==> config.mk <==
export PLATFORM = sky130hd
export DESIGN_NAME = connect4_turn_ctrl_flat
export DESIGN_NICKNAME = d
export VERILOG_FILES = /design/src/rtl/connect4_pkg.sv /design/src/rtl/connect4_turn_ctrl_if.sv /design/src/rtl/Counter.sv /design/src/rtl/RangeCheck.sv /design/src/rtl/column_heights.sv /design/src/rtl/connect4_turn_ctrl.sv /design/src/flat_wrapper.sv
export SDC_FILE = /design/constraint.sdc
export NUM_CORES = 1
export LEC_CHECK = 0
export CELL_PAD_IN_SITES_DETAIL_PLACEMENT = 0
export CELL_PAD_IN_SITES_GLOBAL_PLACEMENT = 1
export CORE_ASPECT_RATIO = 0.9
export CORE_MARGIN = 4
export CORE_UTILIZATION = 39
export DETAILED_ROUTE_END_ITERATION = 6
export GPL_TIMING_DRIVEN = 0
export PLACE_DENSITY = 0.84
export SLEW_MARGIN = 0
export SYNTH_ARGS = -nofsm -noshare
export SYNTH_HDL_FRONTEND = slang
export SYNTH_SLANG_ARGS = --single-unit
==> constraint.sdc <==
create_clock -name clock -period 2 [get_ports clock]
set_clock_uncertainty 0.1 [all_clocks]
set_input_delay 0.4 -clock clock [delete_from_list [all_inputs] [get_ports clock]]
set_output_delay 0.4 -clock clock [all_outputs]
set_load 0.02 [all_outputs]
==> src/rtl/connect4_pkg.sv <==
// Shared constants and types for the Connect 4 turn controller.
package connect4_pkg;
  localparam int COLS  = 7;
  localparam int ROWS  = 6;
  localparam int CW    = $clog2(COLS);
  localparam int RW    = $clog2(ROWS + 1);
  localparam int MOVES = ROWS * COLS;
  localparam int MW    = $clog2(MOVES + 1);

  typedef enum logic [1:0] {IDLE, PLACE, CHECK, OVER} state_t;
  typedef enum logic [1:0] {NONE, P1_WIN, P2_WIN, DRAW} result_t;
  typedef logic player_t;
endpackage

==> src/rtl/connect4_turn_ctrl_if.sv <==
// Move request, board write and win-check handshake of the turn controller.
interface connect4_turn_ctrl_if;
  import connect4_pkg::*;

  logic            new_game;
  logic            move_valid;
  logic [CW-1:0]   move_col;
  logic            ready;
  logic            illegal;
  logic            wr_en;
  logic [CW-1:0]   wr_col;
  logic [RW-1:0]   wr_row;
  player_t         wr_player;
  logic            check_start;
  logic            check_done;
  logic            check_win;
  player_t         cur_player;
  logic [COLS-1:0] col_full;
  result_t         result;

  modport master (
    output new_game, move_valid, move_col, check_done, check_win,
    input  ready, illegal, wr_en, wr_col, wr_row, wr_player, check_start,
           cur_player, col_full, result
  );

  modport slave (
    input  new_game, move_valid, move_col, check_done, check_win,
    output ready, illegal, wr_en, wr_col, wr_row, wr_player, check_start,
           cur_player, col_full, result
  );
endinterface

==> src/rtl/Counter.sv <==
// Library up/down counter with load and clear, extended with an async reset.
module Counter #(
  parameter int W = 4
) (
  input  logic         clock,
  input  logic         reset,
  input  logic         clear,
  input  logic         en,
  input  logic         up,
  input  logic         load,
  input  logic [W-1:0] d,
  output logic [W-1:0] q
);
  always_ff @(posedge clock or posedge reset) begin
    if (reset)      q <= '0;
    else if (clear) q <= '0;
    else if (load)  q <= d;
    else if (en)    q <= up ? q + W'(1) : q - W'(1);
  end
endmodule

==> src/rtl/RangeCheck.sv <==
// Library inclusive range comparator.
module RangeCheck #(
  parameter int W = 4
) (
  input  logic [W-1:0] value,
  input  logic [W-1:0] low,
  input  logic [W-1:0] high,
  output logic         in_range
);
  assign in_range = (value >= low) && (value <= high);
endmodule

==> src/rtl/column_heights.sv <==
// Per-column fill heights and the combinational full-flag decode.
module column_heights
  import connect4_pkg::*;
(
  input  logic                     clock,
  input  logic                     reset,
  input  logic                     clear,
  input  logic                     inc_en,
  input  logic [CW-1:0]            inc_col,
  output logic [COLS-1:0][RW-1:0]  heights,
  output logic [COLS-1:0]          col_full
);
  for (genvar c = 0; c < COLS; c++) begin : g_col
    logic col_inc;

    assign col_inc = inc_en && (inc_col == CW'(c));

    Counter #(.W(RW)) u_height (
      .clock (clock),
      .reset (reset),
      .clear (clear),
      .en    (col_inc),
      .up    (1'b1),
      .load  (1'b0),
      .d     ('0),
      .q     (heights[c])
    );

    assign col_full[c] = (heights[c] == RW'(ROWS));
  end
endmodule

==> src/rtl/connect4_turn_ctrl.sv <==
// Connect 4 turn sequencer: validates moves, writes the landing cell,
// runs the external win check, then alternates players or ends the game.
module connect4_turn_ctrl
  import connect4_pkg::*;
(
  input logic                 clock,
  input logic                 reset,
  connect4_turn_ctrl_if.slave bus
);
  state_t                    state_q, state_d;
  player_t                   cur_player_q, cur_player_d;
  result_t                   result_q, result_d;
  logic                      wr_en_q, wr_en_d;
  logic                      check_start_q, check_start_d;
  logic                      illegal_q, illegal_d;
  logic [CW-1:0]             col_q;
  logic [RW-1:0]             row_q;
  logic [COLS-1:0][RW-1:0]   heights;
  logic [COLS-1:0]           col_full;
  logic [MW-1:0]             move_count;
  logic [RW-1:0]             sel_height;
  logic                      col_in_range;
  logic                      move_legal;
  logic                      accept;
  logic                      inc_en;

  RangeCheck #(.W(CW)) u_col_range (
    .value    (bus.move_col),
    .low      ('0),
    .high     (CW'(COLS - 1)),
    .in_range (col_in_range)
  );

  // Out-of-range columns never index the height array.
  assign move_legal = col_in_range && !col_full[bus.move_col];
  assign sel_height = col_in_range ? heights[bus.move_col] : '0;
  assign accept     = (state_q == IDLE) && bus.move_valid && move_legal && !bus.new_game;
  assign inc_en     = (state_q == PLACE);

  column_heights u_heights (
    .clock    (clock),
    .reset    (reset),
    .clear    (bus.new_game),
    .inc_en   (inc_en),
    .inc_col  (col_q),
    .heights  (heights),
    .col_full (col_full)
  );

  Counter #(.W(MW)) u_moves (
    .clock (clock),
    .reset (reset),
    .clear (bus.new_game),
    .en    (inc_en),
    .up    (1'b1),
    .load  (1'b0),
    .d     ('0),
    .q     (move_count)
  );

  always_comb begin
    state_d       = state_q;
    cur_player_d  = cur_player_q;
    result_d      = result_q;
    wr_en_d       = 1'b0;
    check_start_d = 1'b0;
    illegal_d     = 1'b0;
    if (bus.new_game) begin
      state_d      = IDLE;
      cur_player_d = 1'b0;
      result_d     = NONE;
    end else begin
      case (state_q)
        IDLE: begin
          if (bus.move_valid) begin
            if (move_legal) begin
              state_d = PLACE;
              wr_en_d = 1'b1;
            end else begin
              illegal_d = 1'b1;
            end
          end
        end
        PLACE: begin
          state_d       = CHECK;
          check_start_d = 1'b1;
        end
        CHECK: begin
          if (bus.check_done) begin
            if (bus.check_win) begin
              result_d = cur_player_q ? P2_WIN : P1_WIN;
              state_d  = OVER;
            end else if (move_count == MW'(MOVES)) begin
              result_d = DRAW;
              state_d  = OVER;
            end else begin
              cur_player_d = ~cur_player_q;
              state_d      = IDLE;
            end
          end
        end
        OVER:    state_d = OVER;
        default: state_d = IDLE;
      endcase
    end
  end

  always_ff @(posedge clock or posedge reset) begin
    if (reset) begin
      state_q       <= IDLE;
      cur_player_q  <= 1'b0;
      result_q      <= NONE;
      wr_en_q       <= 1'b0;
      check_start_q <= 1'b0;
      illegal_q     <= 1'b0;
    end else begin
      state_q       <= state_d;
      cur_player_q  <= cur_player_d;
      result_q      <= result_d;
      wr_en_q       <= wr_en_d;
      check_start_q <= check_start_d;
      illegal_q     <= illegal_d;
    end
  end

  // Landing cell is captured at acceptance; it is only consumed while wr_en is high.
  always_ff @(posedge clock) begin
    if (accept) begin
      col_q <= bus.move_col;
      row_q <= sel_height;
    end
  end

  assign bus.ready       = (state_q == IDLE);
  assign bus.illegal     = illegal_q;
  assign bus.wr_en       = wr_en_q;
  assign bus.wr_col      = col_q;
  assign bus.wr_row      = row_q;
  assign bus.wr_player   = cur_player_q;
  assign bus.check_start = check_start_q;
  assign bus.cur_player  = cur_player_q;
  assign bus.col_full    = col_full;
  assign bus.result      = result_q;
endmodule

==> src/flat_wrapper.sv <==
// flat-port wrapper written by rule: the top's interface ports become plain ports
module connect4_turn_ctrl_flat import connect4_pkg::*;
  (clock, reset, bus_new_game, bus_move_valid, bus_move_col, bus_check_done, bus_check_win, bus_ready, bus_illegal, bus_wr_en, bus_wr_col, bus_wr_row, bus_wr_player, bus_check_start, bus_cur_player, bus_col_full, bus_result);
  connect4_turn_ctrl_if bus_i ();
  input logic clock;
  input logic reset;
  input wire logic [$bits(bus_i.new_game)-1:0] bus_new_game;
  input wire logic [$bits(bus_i.move_valid)-1:0] bus_move_valid;
  input wire logic [$bits(bus_i.move_col)-1:0] bus_move_col;
  input wire logic [$bits(bus_i.check_done)-1:0] bus_check_done;
  input wire logic [$bits(bus_i.check_win)-1:0] bus_check_win;
  output wire logic [$bits(bus_i.ready)-1:0] bus_ready;
  output wire logic [$bits(bus_i.illegal)-1:0] bus_illegal;
  output wire logic [$bits(bus_i.wr_en)-1:0] bus_wr_en;
  output wire logic [$bits(bus_i.wr_col)-1:0] bus_wr_col;
  output wire logic [$bits(bus_i.wr_row)-1:0] bus_wr_row;
  output wire logic [$bits(bus_i.wr_player)-1:0] bus_wr_player;
  output wire logic [$bits(bus_i.check_start)-1:0] bus_check_start;
  output wire logic [$bits(bus_i.cur_player)-1:0] bus_cur_player;
  output wire logic [$bits(bus_i.col_full)-1:0] bus_col_full;
  output wire logic [$bits(bus_i.result)-1:0] bus_result;
  assign bus_i.new_game = bus_new_game;
  assign bus_i.move_valid = bus_move_valid;
  assign bus_i.move_col = bus_move_col;
  assign bus_i.check_done = bus_check_done;
  assign bus_i.check_win = bus_check_win;
  assign bus_ready = bus_i.ready;
  assign bus_illegal = bus_i.illegal;
  assign bus_wr_en = bus_i.wr_en;
  assign bus_wr_col = bus_i.wr_col;
  assign bus_wr_row = bus_i.wr_row;
  assign bus_wr_player = bus_i.wr_player;
  assign bus_check_start = bus_i.check_start;
  assign bus_cur_player = bus_i.cur_player;
  assign bus_col_full = bus_i.col_full;
  assign bus_result = bus_i.result;
  connect4_turn_ctrl u_core (.clock(clock), .reset(reset), .bus(bus_i));
endmodule
==> results.md <==
- CTS tree: yes
- Initial Util: 0.401
- HP Class: in2async
- IO Pins: 30
- Most common cell in the netlist: nor2_1
- Reg clk slew, reported paths: roughly 0.090 ns
- Area leader, netlist: dfrtp_1
- Synth area leaders: dfrtp_1 39%, ha_1 8.8%, edfxtp_1 7.9%
- Synth top area share: 0.386
- Crit Path Class: in2reg
- Nets: 284
- Lkg Pwr: 0.00128 µW
- Hold buffer count at CTS: 0
- Drt pass-1 iters: 4
- Depth of the worst register-to-register path: 6
- Die Area: a little over 7000 µm²
- Most instantiated cells after synthesis: 36 x nor2_1, 35 x dfrtp_1, 16 x ha_1, 14 x inv_1, 11 x xor2_1
- Critical Path Source: bus_move_col[0]
- Root buf cell: clkbuf_8
- Largest net degree at the start of global routing: 24
- FF-to-FF End: u_core.bus.wr_col[2]$_DFFE_PP_
- Detailed Place HPWL: roughly 3.7 mm
- Final setup vio count: 0
- Maximum vdd drop: 336 µV
- WP depth: 6
- Drt wl/cell: around 15 µm
- Initial antenna violation count: 0
- Setup crit end kind: flop
- Syn-to-layout area delta: 25.1%
- R2R Setup Slk: roughly 0.06 ns
- Ys async rst share: 0.854
- Syn nets: about 240
- Post-synthesis cell type count: 39
- Final Cell Area: 2840 µm²
- Crit-path max FO: 6
- DRC: 0
- Cell Area, Synth: between 2000 and 2500 µm²
- Clk_lat worst skew: 0.30 ns
- Via count: roughly 1,700
- Slew Limit Fails: 0
- Cell Pwr Density: about 640 nW/µm²
- Total power: between 1500 and 2000 µW
- Top_reg_cell synth: dfrtp_1
- Clock sinks: a little over 40
- Status: complete, no violations
- Startpoint types: input pin
- Total GRT Usage: 0.154
- Finished Layout Cells: 330
- Global-route wire length before repair: 8.16 mm
- Share of cells above drive strength 1: 0.138
- CP bufs+invs: 2
- Placed insts: 316
- CP arrival: 1.84 ns
- Multi-input combinational cell area: around 1100 µm²
- Slowest stage delay, CP: between 0.5 and 0.6 ns
- Final WL: approximately 5.0 mm
- Tightest Pin Transition: 0.585 ns
- YS warnings: 0
- GP Congestion: about 0.82
- Critical Path End: u_core.bus.wr_col[2]$_DFFE_PP_
- Inserted Clock Buffers: 5
- Reg2reg start: u_core.u_heights.g_col[2].u_height.q[0]$_DFFE_PP0P_
- PortBufs: 28
- Via density: ~5.1
- ANT cells: 0
- F_max: between 0.5 and 0.6 GHz
- #FFs+latches synth: a little over 40
- Synth Instances: 217
- Die width: between 80 and 90 µm
- Post-layout min period: just under 2 ns
- Die Y-Extent: approximately 80 µm
- Final setup TNS: 0 ns
- Max-cap violations: 0
- Post-synth EDFFs: 6
- Core Footprint: roughly 5700 µm²
- Storage element area: about 1100 µm²
- Fin crit share: 0.974
- Final hold viol count: 0
- CTS H-tree depth: 2
- Clock Path Buffers: 2
- Sequential area share after synthesis: 0.465
- GRT Residual Overflow: 0
- Slew HR: 0.610
- Row count: 26
- DP Area: about 2700 µm²
- Iter 0 DRT Violations: slightly above 50
- Slowest CP cell: clkdlybuf4s50_1
- ANT nets after route: 0
- CP required: approximately 1.9 ns
- Fillers: 543
- Top cell family by delay on the critical path: buffers and inverters
- RSZ-0062 raised after global routing: false
- Hold slack: around 0.35 ns
- Number of global-route vias before repair: 1,671
- CP Cell Sequence: clkdlybuf4s50_1, buf_6, nor2b_4, a21o_1, o22ai_2, nor2_4
- Synthesized area per cell: 10.5 µm²
logic make-up after synthesis:
kind of cell,synth area share
multiplexers,0.0430
flip-flops,0.465
buffers and inverters,0.0496
AND/OR/NAND/NOR,0.180
adder cells (fa/ha/maj),0.0882
XOR/XNOR,0.0771
AO/OA/AOI/OAI,0.0975
flip-flops by register name, summed over array words and instances (netlist names):
register                           count
u_core.u_heights.g_col.u_height.q     21
u_core.u_moves.q                       6
u_core.bus.wr_col                      3
u_core.bus.wr_row                      3
u_core.bus.result                      2
u_core.state_q                         2
u_core.bus.check_start                 1
u_core.bus.cur_player                  1
u_core.bus.illegal                     1
u_core.bus.wr_en                       1
worst reg2reg max path, delay by kind of cell, from the launching register on:
kind                     cells  cell delay, ns
AND/OR/NAND/NOR              2            0.42
flip-flops                   1            0.40
adder cells (fa/ha/maj)      1            0.20
buffers and inverters        1            0.09
AO/OA/AOI/OAI                2            0.44
timing repair:
action,CTS,global route
gates resized for setup,10,11
buffers inserted,1,4
pin swaps,0,1
cloned,0,1
setup endpoints to repair,15,13
power by group:
part / total, µW / internal, µW / switching (µW)
Sequential: 888 / 869 / 19.6
Clock: 713 / 406 / 307
Combinational: 219 / 93.2 / 126
area by class of cell:
cell class	instances	area share
clock inverter	2	0.0132
multi-input combinational	152	0.394
inverter	14	0.0185
clock buffer	6	0.0291
sequential	41	0.372
timing repair buffer	35	0.118
tap	70	0.0308
buffer	10	0.0238
worst min-delay path by stage:
| stage | slack [ns] | depth (start not counted) | to |
|---|---|---|---|
| detailed placement | 0.38 | 1 | u_core.bus.result[1]$_DFFE_PP0P_ |
| global route | 0.42 | 2 | u_core.u_moves.q[3]$_DFFE_PP0P_ |
| floorplan | 0.40 | 0 | u_core.bus.wr_col[0]$_DFFE_PP_ |
| CTS | 0.37 | 2 | u_core.u_moves.q[4]$_DFFE_PP0P_ |
| global placement | 0.38 | 1 | u_core.bus.result[0]$_DFFE_PP0P_ |
| finish | 0.35 | 2 | u_core.u_moves.q[4]$_DFFE_PP0P_ |
cell usage in the layout (no fill, tap or decap), drive strengths merged, types with 4 or more instances in the layout:
master          n
nor2           36
nand2           7
clkbuf         13
dlygate4sd2     4
xnor2           9
ha             16
and2            7
xor2           11
a211oi          8
clkdlybuf4s50  20
buf            12
inv            14
dfrtp          35
edfxtp          6
nand3           4
nand4           6
a21oi          10
and3            5
routing by layer:
layer,vias to the layer above,share of wire,GRT usage
met1,819,0.47,0.207
met2,30,0.48,0.240
met4,0,0.0080,0.0589
met3,2,0.036,0.0328
li1,823,-,-
met5,-,0,0
through the flow:
stage          worst slack (ns)   util
2_1_floorplan            0.0492      -
3_5_place_dp             -0.570  0.471
6_report                 0.0526  0.502
4_1_cts                 0.00325  0.493
3_3_place_gp             -0.543  0.466
5_1_grt                 0.00347  0.502
(Power assumes the default switching activity.)
